===== config.mk =====
export PLATFORM = sky130hd
export DESIGN_NAME = maxpool_requant_flat
export DESIGN_NICKNAME = d
export VERILOG_FILES = /design/src/rtl/maxpool_requant_pkg.sv /design/src/rtl/maxpool_requant_if.sv /design/src/rtl/requant_sat.sv /design/src/rtl/maxpool_requant.sv /design/src/flat_wrapper.sv
export SDC_FILE = /design/constraint.sdc
export NUM_CORES = 1
export LEC_CHECK = 0
export CAP_MARGIN = 0
export CORE_MARGIN = 2
export CORE_UTILIZATION = 45
export CTS_CLUSTER_DIAMETER = 50
export DETAILED_ROUTE_END_ITERATION = 8
export GPL_ROUTABILITY_DRIVEN = 0
export PLACE_DENSITY = 0.63
export SYNTH_ARGS = -nofsm -noshare
export SYNTH_HDL_FRONTEND = slang
export SYNTH_SLANG_ARGS = --single-unit

===== constraint.sdc =====
create_clock -name clk -period 5.1 [get_ports clk]
set_input_delay 1.02 -clock clk [delete_from_list [all_inputs] [get_ports clk]]
set_output_delay 1.02 -clock clk [all_outputs]
set_load 0.1 [all_outputs]

===== src/rtl/maxpool_requant_pkg.sv =====
// rtl/maxpool_requant_pkg.sv - shared sizes and sample types for the pooling stage
package pool_pkg;

    localparam int OFM_W_DEF          = 12;
    localparam int OFM_H_DEF          = 12;
    localparam int IN_W_DEF           = 36;
    localparam int OUT_W_DEF          = 16;
    localparam int SHIFT_DEF          = 4;
    localparam int POOL_OUT_PER_FRAME = (OFM_W_DEF / 2) * (OFM_H_DEF / 2);

    typedef logic [OUT_W_DEF-1:0] ifm_sample_t;
    typedef logic [IN_W_DEF-1:0]  ofm_sample_t;

endpackage


===== src/rtl/maxpool_requant_if.sv =====
// rtl/maxpool_requant_if.sv - OFM input stream and pooled output stream bundle
interface maxpool_requant_if
    import pool_pkg::*;
#(
    parameter int IN_W  = IN_W_DEF,
    parameter int OUT_W = OUT_W_DEF
);
    logic             in_valid;
    logic [IN_W-1:0]  In_OFM;
    logic             out_valid;
    logic [OUT_W-1:0] Out_Pool;
    logic             frame_done;

    // master drives OFM samples and observes the pooled stream
    modport master (
        output in_valid, In_OFM,
        input  out_valid, Out_Pool, frame_done
    );

    modport slave (
        input  in_valid, In_OFM,
        output out_valid, Out_Pool, frame_done
    );
endinterface


===== src/rtl/requant_sat.sv =====
// rtl/requant_sat.sv - logical right shift followed by unsigned saturation
module requant_sat #(
    parameter int IN_W  = 36,
    parameter int OUT_W = 16,
    parameter int SHIFT = 4
) (
    input  logic [IN_W-1:0]  d_i,
    output logic [OUT_W-1:0] q_o
);
    logic [IN_W-1:0] shifted;
    logic            overflow;

    assign shifted  = d_i >> SHIFT;
    assign overflow = (shifted >> OUT_W) != '0;
    assign q_o      = overflow ? {OUT_W{1'b1}} : shifted[OUT_W-1:0];
endmodule


===== src/rtl/maxpool_requant.sv =====
// rtl/maxpool_requant.sv - 2x2/stride-2 max pooling of a raster OFM stream with 16-bit requant
module maxpool_requant
    import pool_pkg::*;
#(
    parameter int OFM_W = OFM_W_DEF,
    parameter int OFM_H = OFM_H_DEF,
    parameter int IN_W  = IN_W_DEF,
    parameter int OUT_W = OUT_W_DEF,
    parameter int SHIFT = SHIFT_DEF
) (
    input logic              clk,
    input logic              rst,
    maxpool_requant_if.slave bus
);
    localparam int CW    = (OFM_W > 2) ? $clog2(OFM_W) : 1;
    localparam int RW    = (OFM_H > 2) ? $clog2(OFM_H) : 1;
    localparam int LB_N  = OFM_W / 2;
    localparam int LB_AW = (LB_N > 1) ? $clog2(LB_N) : 1;
    localparam logic [CW-1:0] COL_LAST = CW'(OFM_W - 1);
    localparam logic [RW-1:0] ROW_LAST = RW'(OFM_H - 1);

    generate
        if ((OFM_W % 2) != 0 || (OFM_H % 2) != 0) begin : g_bad_geometry
            $error("maxpool_requant: OFM_W and OFM_H must both be even");
        end
    endgenerate

    logic [CW-1:0]    col_q, col_d;
    logic [RW-1:0]    row_q, row_d;
    logic [IN_W-1:0]  hold_q, hold_d;
    logic             out_valid_q, out_valid_d;
    logic [OUT_W-1:0] pool_q, pool_d;
    logic             frame_done_q, frame_done_d;

    // holds the max of the top pair of each window until the bottom row arrives
    logic [IN_W-1:0]  linebuf [LB_N];

    logic [IN_W-1:0]  sample;
    logic [LB_AW-1:0] lb_idx;
    logic [IN_W-1:0]  lb_rd;
    logic [IN_W-1:0]  pair_max;
    logic [IN_W-1:0]  win_max;
    logic [OUT_W-1:0] win_q;
    logic             lb_we;

    assign sample   = bus.In_OFM;
    assign lb_idx   = LB_AW'(col_q >> 1);
    assign lb_rd    = linebuf[lb_idx];
    assign pair_max = (sample > hold_q) ? sample : hold_q;
    assign win_max  = (lb_rd > pair_max) ? lb_rd : pair_max;

    requant_sat #(
        .IN_W  (IN_W),
        .OUT_W (OUT_W),
        .SHIFT (SHIFT)
    ) u_requant (
        .d_i (win_max),
        .q_o (win_q)
    );

    always_comb begin
        col_d        = col_q;
        row_d        = row_q;
        hold_d       = hold_q;
        out_valid_d  = 1'b0;
        pool_d       = pool_q;
        frame_done_d = 1'b0;
        lb_we        = 1'b0;
        if (bus.in_valid) begin
            if (col_q == COL_LAST) begin
                col_d = '0;
                row_d = (row_q == ROW_LAST) ? '0 : row_q + 1'b1;
            end else begin
                col_d = col_q + 1'b1;
            end
            if (!col_q[0]) begin
                hold_d = sample;
            end else if (!row_q[0]) begin
                lb_we = 1'b1;
            end else begin
                out_valid_d  = 1'b1;
                pool_d       = win_q;
                frame_done_d = (row_q == ROW_LAST) && (col_q == COL_LAST);
            end
        end
    end

    always_ff @(posedge clk) begin
        if (rst) begin
            col_q        <= '0;
            row_q        <= '0;
            hold_q       <= '0;
            out_valid_q  <= 1'b0;
            pool_q       <= '0;
            frame_done_q <= 1'b0;
        end else begin
            col_q        <= col_d;
            row_q        <= row_d;
            hold_q       <= hold_d;
            out_valid_q  <= out_valid_d;
            pool_q       <= pool_d;
            frame_done_q <= frame_done_d;
        end
    end

    // contents need no reset: every entry is written on an even row before the odd row reads it
    always_ff @(posedge clk) begin
        if (!rst && lb_we) begin
            linebuf[lb_idx] <= pair_max;
        end
    end

    assign bus.out_valid  = out_valid_q;
    assign bus.Out_Pool   = pool_q;
    assign bus.frame_done = frame_done_q;
endmodule


===== src/flat_wrapper.sv =====
// flat-port wrapper written by rule: the top's interface ports become plain ports
module maxpool_requant_flat import pool_pkg::*;
#(
    parameter int OFM_W = OFM_W_DEF,
    parameter int OFM_H = OFM_H_DEF,
    parameter int IN_W  = IN_W_DEF,
    parameter int OUT_W = OUT_W_DEF,
    parameter int SHIFT = SHIFT_DEF
)
  (clk, rst, bus_in_valid, bus_In_OFM, bus_out_valid, bus_Out_Pool, bus_frame_done);
  maxpool_requant_if #(.IN_W(IN_W), .OUT_W(OUT_W)) bus_i ();
  input logic clk;
  input logic rst;
  input wire logic [$bits(bus_i.in_valid)-1:0] bus_in_valid;
  input wire logic [$bits(bus_i.In_OFM)-1:0] bus_In_OFM;
  output wire logic [$bits(bus_i.out_valid)-1:0] bus_out_valid;
  output wire logic [$bits(bus_i.Out_Pool)-1:0] bus_Out_Pool;
  output wire logic [$bits(bus_i.frame_done)-1:0] bus_frame_done;
  assign bus_i.in_valid = bus_in_valid;
  assign bus_i.In_OFM = bus_In_OFM;
  assign bus_out_valid = bus_i.out_valid;
  assign bus_Out_Pool = bus_i.Out_Pool;
  assign bus_frame_done = bus_i.frame_done;
  maxpool_requant #(.OFM_W(OFM_W), .OFM_H(OFM_H), .IN_W(IN_W), .OUT_W(OUT_W), .SHIFT(SHIFT)) u_core (.clk(clk), .rst(rst), .bus(bus_i));
endmodule

==> results of run 1 <==
-- cells in the final DEF, fill, tap and decap left out, types with 11 or more instances in the layout --
| cell type | count |
|---|---|
| dlymetal6s2s_1 | 11 |
| nand4_1 | 15 |
| clkbuf_16 | 39 |
| inv_1 | 74 |
| clkdlybuf4s50_1 | 44 |
| mux4_2 | 36 |
| ha_1 | 63 |
| nand2_1 | 120 |
| buf_4 | 140 |
| mux2i_1 | 59 |
| a21oi_1 | 80 |
| mux2_2 | 12 |
| nor2_1 | 49 |
| edfxtp_1 | 216 |
| ha_4 | 11 |
| o21ai_0 | 39 |
| nor4_1 | 15 |
| dfxtp_1 | 63 |
-- Yosys cell counts, drive strengths merged --
library cell | instances | area [um2]
and3 | 2 | 12.5
or2 | 1 | 6.26
a31oi | 1 | 6.26
inv | 75 | 282
a211oi | 1 | 7.51
o31ai | 1 | 7.51
nand4 | 15 | 93.8
a2bb2oi | 1 | 8.76
mux2 | 13 | 150
a21oi | 85 | 425
mux2i | 65 | 651
mux4 | 36 | 811
nor4 | 17 | 106
or3 | 2 | 12.5
a22oi | 1 | 7.51
or4 | 2 | 18.8
a21o | 9 | 67.6
and4 | 3 | 26.3
a221oi | 3 | 26.3
a211o | 2 | 17.5
o311a | 1 | 10.0
xor2 | 3 | 26.3
nand2b | 4 | 25.0
o21ai | 54 | 282
buf | 19 | 111
xnor2 | 2 | 17.5
nor3 | 11 | 55.1
nor3b | 1 | 7.51
nand2 | 120 | 450
o211ai | 4 | 35.0
ha | 74 | 926
o211a | 2 | 20.0
nand3 | 10 | 50.1
a2111oi | 1 | 27.5
nor2 | 53 | 199
clkbuf | 26 | 97.6
nor4bb | 1 | 10.0
edfxtp | 216 | 6490
a21boi | 1 | 7.51
nand4b | 2 | 17.5
nor2b | 3 | 18.8
dfxtp | 65 | 1300
o32ai | 1 | 8.76
o21a | 4 | 30.0
-- metal layers --
layer	part of all wire, %	GRT usage (%)
met1	46	29.6
met2	46	33.7
met3	5.1	3.18
met4	2.6	6.65
met5	0	0
-- what timing repair did --
action,4_1_cts,5_1_grt
gates cloned,0,2
setup endpoints to repair,16,16
buffers inserted,1,9
pin swaps,3,21
gates resized for setup,9,55
-- registers in the layout, indices dropped and copies added (netlist names), named ones only --
name / flops
u_core.bus.Out_Pool: 16
u_core.bus.frame_done: 1
u_core.bus.out_valid: 1
u_core.col_q: 4
u_core.hold_q: 36
u_core.linebuf: 216
u_core.row_q: 4
-- path summary, 6_finish.rpt --
| kind | start | to | slack, ns | depth (start not counted) |
|---|---|---|---|---|
| worst max register to register | u_core.hold_q[23] | u_core.bus.Out_Pool[4] | 0.48 | 24 |
| worst min-delay path | u_core.hold_q[5] | u_core.hold_q[5] | 0.48 | 2 |
| worst min register to register | u_core.hold_q[5] | u_core.hold_q[5] | 0.48 | 2 |
| worst max-delay path | bus_In_OFM[20] | u_core.bus.Out_Pool[4] | 0.07 | 24 |
-- power by group --
part | internal (mW) | total [mW] | switching, mW
Clock | 1.40 | 2.37 | 0.971
Combinational | 0.387 | 0.798 | 0.410
Sequential | 2.54 | 2.58 | 0.0423
Total | 4.33 | 5.75 | 1.42
-- layout make-up --
| type | count | area (um2) | area share (%) |
|---|---|---|---|
| sequential | 281 | 7790 | 47.2 |
| multi-input combinational | 612 | 5050 | 30.6 |
| timing repair buffer | 204 | 1780 | 10.8 |
| clock buffer | 45 | 956 | 5.79 |
| tap | 384 | 480 | 2.91 |
| inverter | 75 | 282 | 1.71 |
| clock inverter | 18 | 156 | 0.948 |
-- worst reg2reg max path, stage by stage, from the launching register on --
cell and delay (ns):
dfxtp_1 0.41, inv_1 0.11, ha_4 0.28, nand4_1 0.14, nor4_2 0.31, buf_4 0.16, nand3_1 0.08, buf_4 0.16
o211ai_1 0.17, buf_4 0.16, o21ai_4 0.09, buf_6 0.14, buf_4 0.16, mux2i_1 0.12, buf_4 0.15, ha_1 0.27
nand2_1 0.06, or4_4 0.55, nor4_2 0.27, a21oi_1 0.11, buf_4 0.16, o211ai_4 0.11, clkbuf_16 0.21, o21ai_1 0.06
a21oi_1 0.12
-- cell families (layout without fill, tap and decap cells) --
logic type	count (synthesis)	count (layout)
buffers and inverters	120	342
adder cells (fa/ha/maj)	74	74
AND/OR/NAND/NOR	247	247
flip-flops	281	281
AO/OA/AOI/OAI	172	172
multiplexers	114	114
XOR/XNOR	5	5
-- through the flow --
step,setup slack (ns),utilization [%],power (mW),setup TNS [ns],std cells
floorplan,0.0380,-,3.01,0,1013
CTS,0.0149,56.3,5.73,0,1608
detailed placement,-0.663,52.2,3.35,-9.94,1544
global route,-0.118,57.8,5.97,-1.26,1619
global placement,-0.539,52.2,3.34,-8.29,1544
finish,0.0677,57.8,5.75,0,1619
==> reports/metrics.csv, run 1 <==
stage,metric,value,unit
clock_network,clock_sinks,281,
clock_network,cts_tree,built,
sta,fmax,199,MHz
floorplanning,die_y,174,um
synthesis,yosysUniqueCellTypes,52,
sta,finalMaxSlewViolations,0,
grt,grt_usage,21.0,%
grt,first_global_vias,8798,
clock_network,numCtsBuffers,36,
synthesis,syn_inst,1013,
clock_network,root_buffer,clkbuf_16,
sta,hold_violations,0,
place,portBuffers,56,
sta,worst_clock_skew,0.0107,ns
synthesis,muxShareOfSynthArea,12.4,%
synthesis,synth_xor_area_share,0.338,%
worst_setup_path,critical_path.cell_chain,clkdlybuf4s50_1 > ha_1 > nand4_1 > nor4_2 > buf_4 > nand3_1 > buf_4 > o211ai_1 > buf_4 > o21ai_4 > buf_6 > buf_4 > mux2i_1 > buf_4 > ha_1 > nand2_1 > or4_4 > nor4_2 > a21oi_1 > buf_4 > o211ai_4 > clkbuf_16 > o21ai_1 > a21oi_1,
drt,drtPass1Iterations,4,
clock_network,hold_buffers,0,
clock_network,clk_latency,0.51,ns
synthesis,syn_area,13000,um2
drt,drc,0,
sta,period_share,98.7,%
drt,dr_total_vias,8762,
worst_setup_path,crit_type,input pin to flop,
cells_and_area,syn2layout_area_growth,27.3,%
cells_and_area,finalInstanceArea,16500,um2
place,dp.final_hpwl,20900,um
worst_setup_path,cp_slowest_cell,or4_4,
power,p_leak,6.16,nW
synthesis,synthSimpleGateAreaFrac,8.56,%
sta,worst_slew_pin_slew,0.991,ns
worst_setup_path,critical_path.n_buffers_inverters,9,
power,p_per_area,348,nW/um2
synthesis,yosysWarnings,0,
cells_and_area,drive_gt1_share,25.0,%
cells_and_area,nets,1323,
worst_setup_path,worstPathArrival,5.47,ns
cells_and_area,antennaDiodeCount,0,
worst_setup_path,cp_max_fo,8,
cells_and_area,nFillCells,2355,
synthesis,ys_ff_latch,281,
synthesis,syn-num-nets,1126,
sta,relSlewSlack,33.7,%
worst_setup_path,slowest_delay,0.55,ns
clock_network,clk_pin_slew_worst_paths,0.06,ns
sta,holdWs,0.477,ns
worst_setup_path,cp_data_required_time,5.54,ns
floorplanning,core_area,28500,um2
grt,grt_pass1_wl,49600,um
min_path,min_path_type,flop to flop,
floorplanning,die_x,174,um
grt,antenna_found_initial,0,
clock_network,cts_buffer_depth,3,
worst_setup_path,cp-start-kind,input pin,
status,status,"complete, no violations",
synthesis,synthAdderAreaFrac,7.14,%
floorplanning,start_util,45.4,%
drt,drt_wl_total,32200,um
run,maxCapViolCount,0,
sta,finalSetupViolCount,0,
place,place_area,14900,um2
grt,grt_max_degree,61,
synthesis,seq_area_frac_synth,60.1,%
synthesis,avgSynthCellArea,12.8,um2
drt,routed_via_density,5.41,
floorplanning,rows,62,
synthesis,synth_top_family_by_area,multiplexers,
grt,overflow,0,
clock_network,h-tree-depth,2,
floorplanning,dieArea,30200,um2
worst_setup_path,cpMostUsedCell,buf_4,
synthesis,synth_compound_area_share,7.67,%
drt,drtAntennaViolNets,0,
floorplanning,ios,57,
drt,drt_iter0_markers,661,
worst_setup_path,critPathCaptureType,flop,
power,irDropWorstVdd,0.173,mV
drt,wl_per_cell,19.9,um
sta,period_minus_slack,5.03,ns
worst_setup_path,crit_family,buffers and inverters,
(Power assumes the default switching activity.)
==> inputs of run 2 (changes only) <==
--- a/config.mk
+++ b/config.mk
@@ -5,13 +5,15 @@
 export SDC_FILE = /design/constraint.sdc
 export NUM_CORES = 1
 export LEC_CHECK = 0
+export ABC_AREA = 1
 export CAP_MARGIN = 0
 export CORE_MARGIN = 2
 export CORE_UTILIZATION = 45
+export CTS_BUF_LIST = sky130_fd_sc_hd__clkbuf_4
 export CTS_CLUSTER_DIAMETER = 50
 export DETAILED_ROUTE_END_ITERATION = 8
 export GPL_ROUTABILITY_DRIVEN = 0
-export PLACE_DENSITY = 0.63
+export PLACE_DENSITY = 0.6
 export SYNTH_ARGS = -nofsm -noshare
 export SYNTH_HDL_FRONTEND = slang
 export SYNTH_SLANG_ARGS = --single-unit
==> constraint.sdc (replaced) <==
create_clock -name clk -period 6.25 [get_ports clk]
set_input_delay 1.25 -clock clk [delete_from_list [all_inputs] [get_ports clk]]
set_output_delay 1.25 -clock clk [all_outputs]
set_load 0.1 [all_outputs]
==> run 2 against run 1 <==
Against the previous run: utilization is 5.7 points lower; global-route usage is 0.17 points higher; critical path depth stayed put; largest cell class unchanged; design area is 6.2% lower; worst hold slack better by 0.0031 ns; largest power group unchanged; non-clock buffer count is 130 lower.
==> reports/metrics.csv, run 2 <==
stage,metric,value,unit
sta,finalSetupViolCount,0,
place,portBuffers,56,
clock_network,hold_buffers,0,
place,dp.final_hpwl,21100,um
min_path,min_from,u_core.row_q[1],
min_path,min_path_type,flop to flop,
synthesis,syn_area,13600,um2
synthesis,ys_ff_latch,281,
cells_and_area,nets,1576,
sta,finalMaxSlewViolations,0,
drt,drtAntennaViolNets,0,
synthesis,yosys.area.top_type,edfxtp_1,
cells_and_area,syn2layout_area_growth,13.4,%
worst_setup_path,reg2reg_slack,1.49,ns
sta,holdWs,0.480,ns
clock_network,numCtsBuffers,74,
sta,fin_tns_setup,0,ns
sta,worst_slew_pin_slew,1.32,ns
min_path,holdPathEnd,u_core.row_q[1],
cells_and_area,layout_commonest_cell,nand2_1,
sta,fmax,182,MHz
sta,rsz0062_at_grt,false,
clock_network,cts_buffer_depth,3,
status,status,"complete, no violations",
drt,drc,0,
run,maxCapViolCount,0,
clock_network,cts.repair.resized,0,
synthesis,seq_area_frac_synth,57.1,%
grt,overflow,0,
synthesis,yosysUniqueCellTypes,46,
sta,relSlewSlack,11.8,%
drt,drt_wl_total,32800,um
grt,antenna_found_initial,1,
clock_network,clk_latency,0.68,ns
drt,drtPass1Iterations,5,
floorplanning,ios,57,
synthesis,async_flop_share,0,%
drt,drt_iter0_markers,658,
worst_setup_path,ff2ff_path_depth,24,
worst_setup_path,cp_data_required_time,6.81,ns
sta,period_share,87.7,%
floorplanning,die_y,178,um
synthesis,synth_edf_count,216,
synthesis,synth.most_common_cell,nand2_1,
cells_and_area,largest_reg_flops,216,
drt,wl_per_cell,17.3,um
drt,routed_via_density,5.27,
clock_network,cts_tree,built,
power,p_per_area,288,nW/um2
worst_setup_path,critPathCaptureType,flop,
worst_setup_path,cp-start-kind,input pin,
grt,grt_max_degree,67,
power,irDropWorstVdd,0.139,mV
worst_setup_path,cp_max_fo,51,
cells_and_area,top_register,u_core.linebuf,
cells_and_area,final_cell_mix,"nand2_1, edfxtp_1, inv_1, a21oi_1, clkbuf_4",
synthesis,syn-num-nets,1490,
floorplanning,dieArea,31700,um2
worst_setup_path,worstPathArrival,6.05,ns
floorplanning,die_x,178,um
floorplanning,rows,63,
clock_network,root_buffer,clkbuf_4,
clock_network,clk_pin_slew_worst_paths,0.06,ns
floorplanning,start_util,45.9,%
clock_network,clock_sinks,281,
cells_and_area,drive_gt1_share,14.3,%
drt,dr_total_vias,9993,
synthesis,synth_ff_type,edfxtp_1,
synthesis,syn_inst,1377,
worst_setup_path,r2r_start,u_core.hold_q[29],
synthesis,yosysWarnings,0,
clock_network,postCtsSetupBuffers,0,
grt,grt_usage,21.2,%
synthesis,synthTopCellsByCount,"nand2_1, edfxtp_1, inv_1",
sta,period_minus_slack,5.48,ns
clock_network,h-tree-depth,3,
grt,first_global_vias,9590,
synthesis,synth_top_area_share,47.5,%
worst_setup_path,crit_type,input pin to flop,
synthesis,avgSynthCellArea,9.91,um2
sta,worst_clock_skew,0.0506,ns
sta,hold_violations,0,
floorplanning,core_area,29700,um2
grt,grt_pass1_wl,51200,um
min_path,min_delay_path_depth,2,
synthesis,synth_area_leaders,"edfxtp_1, dfxtp_1, nand2_1, ha_1, a21oi_1",
power,p_leak,6.29,nW
worst_setup_path,rr_endpoint,u_core.bus.Out_Pool[3],
[run 2: changes by cell type in the layout (fill, tap and decap cells not counted), moves of 31 or more]
cell and change:
a21oi_1 +34, buf_4 -122, inv_1 +70, a32o_1 +31, o21ai_0 +55, clkbuf_4 +105
clkbuf_16 -39, mux4_2 -36, nand2_1 +195, mux2i_1 -59
[run 2: cell families (layout without fill, tap and decap cells)]
kind of cell	after synthesis	after routing	share of synthesized area [%]
compound gates	298	298	12.9
xor+xnor	1	1	0.0642
fa+ha+maj	74	74	6.78
buf+inv	230	359	7.04
flops	281	281	57.1
other cells	0	1	0
simple gates	493	493	16.1
[run 2: worst max-delay path, cell delays in order]
cell and delay, ns:
clkdlybuf4s50_1 0.47, ha_1 0.32, nand2_1 0.07, nor2_1 0.13, nand2_1 0.12, nor2_4 0.16, nand4_4 0.29, nand2_8 0.40
clkinv_2 0.23, nand2_1 0.10, nand2_1 0.12, ha_1 0.33, nand2_1 0.07, inv_1 0.05, nand3_1 0.10, nor4_1 0.60
nand4_1 0.19, nand2_2 0.15, buf_4 0.25, nand3_2 0.14, nand2_4 0.22, nand3_1 0.12, nand2_1 0.08, inv_1 0.04
[run 2: per-layer routing]
metal / wire (um) / track usage (%)
met1: 14900 / 29.7
met2: 15100 / 33.1
met3: 1990 / 3.54
met4: 783 / 7.89
met5: 0 / 0
[run 2: area by class of cell]
type / instances / area [um2]
fillers: 2683 / 14200
clock inverters: 14 / 145
diodes: 1 / 2.50
flip-flops and latches: 281 / 7790
clock buffers: 105 / 788
well taps: 390 / 488
multi-input cells: 866 / 4940
inverters: 166 / 626
repair buffers: 74 / 696
[run 2: how the worst max path moves through the flow]
stage                     depth (start not counted)  slack, ns           start                      end
after floorplan                                  29       1.68  bus_In_OFM[19]   u_core.bus.Out_Pool[4]
after global placement                           24       0.17  bus_In_OFM[11]  u_core.bus.Out_Pool[13]
after detailed placement                         24       0.14  bus_In_OFM[10]   u_core.bus.Out_Pool[3]
after CTS                                        24       0.87  bus_In_OFM[11]   u_core.bus.Out_Pool[3]
after global routing                             25       0.51  bus_In_OFM[10]   u_core.bus.Out_Pool[2]
final                                            24       0.77  bus_In_OFM[11]   u_core.bus.Out_Pool[3]
[run 2: stage by stage]
stage                     instances  cell area (um2)  utilization (%)  setup slack [ns]  power (mW)
after floorplan                1377            13600                -              1.68        2.66
after global placement         1777            14500             48.9             0.171        2.87
after detailed placement       1777            14500             48.9             0.141        2.88
after CTS                      1896            15500             52.1             0.867        4.50
after global routing           1897            15500             52.1             0.507        4.69
final                          1897            15500             52.1             0.766        4.46
[run 2: where the power goes]
group          total [mW]  internal (mW)  switching, mW
Clock                1.61          0.890          0.718
Combinational       0.735          0.226          0.509
Sequential           2.12           2.11         0.0116
Total                4.46           3.22           1.24
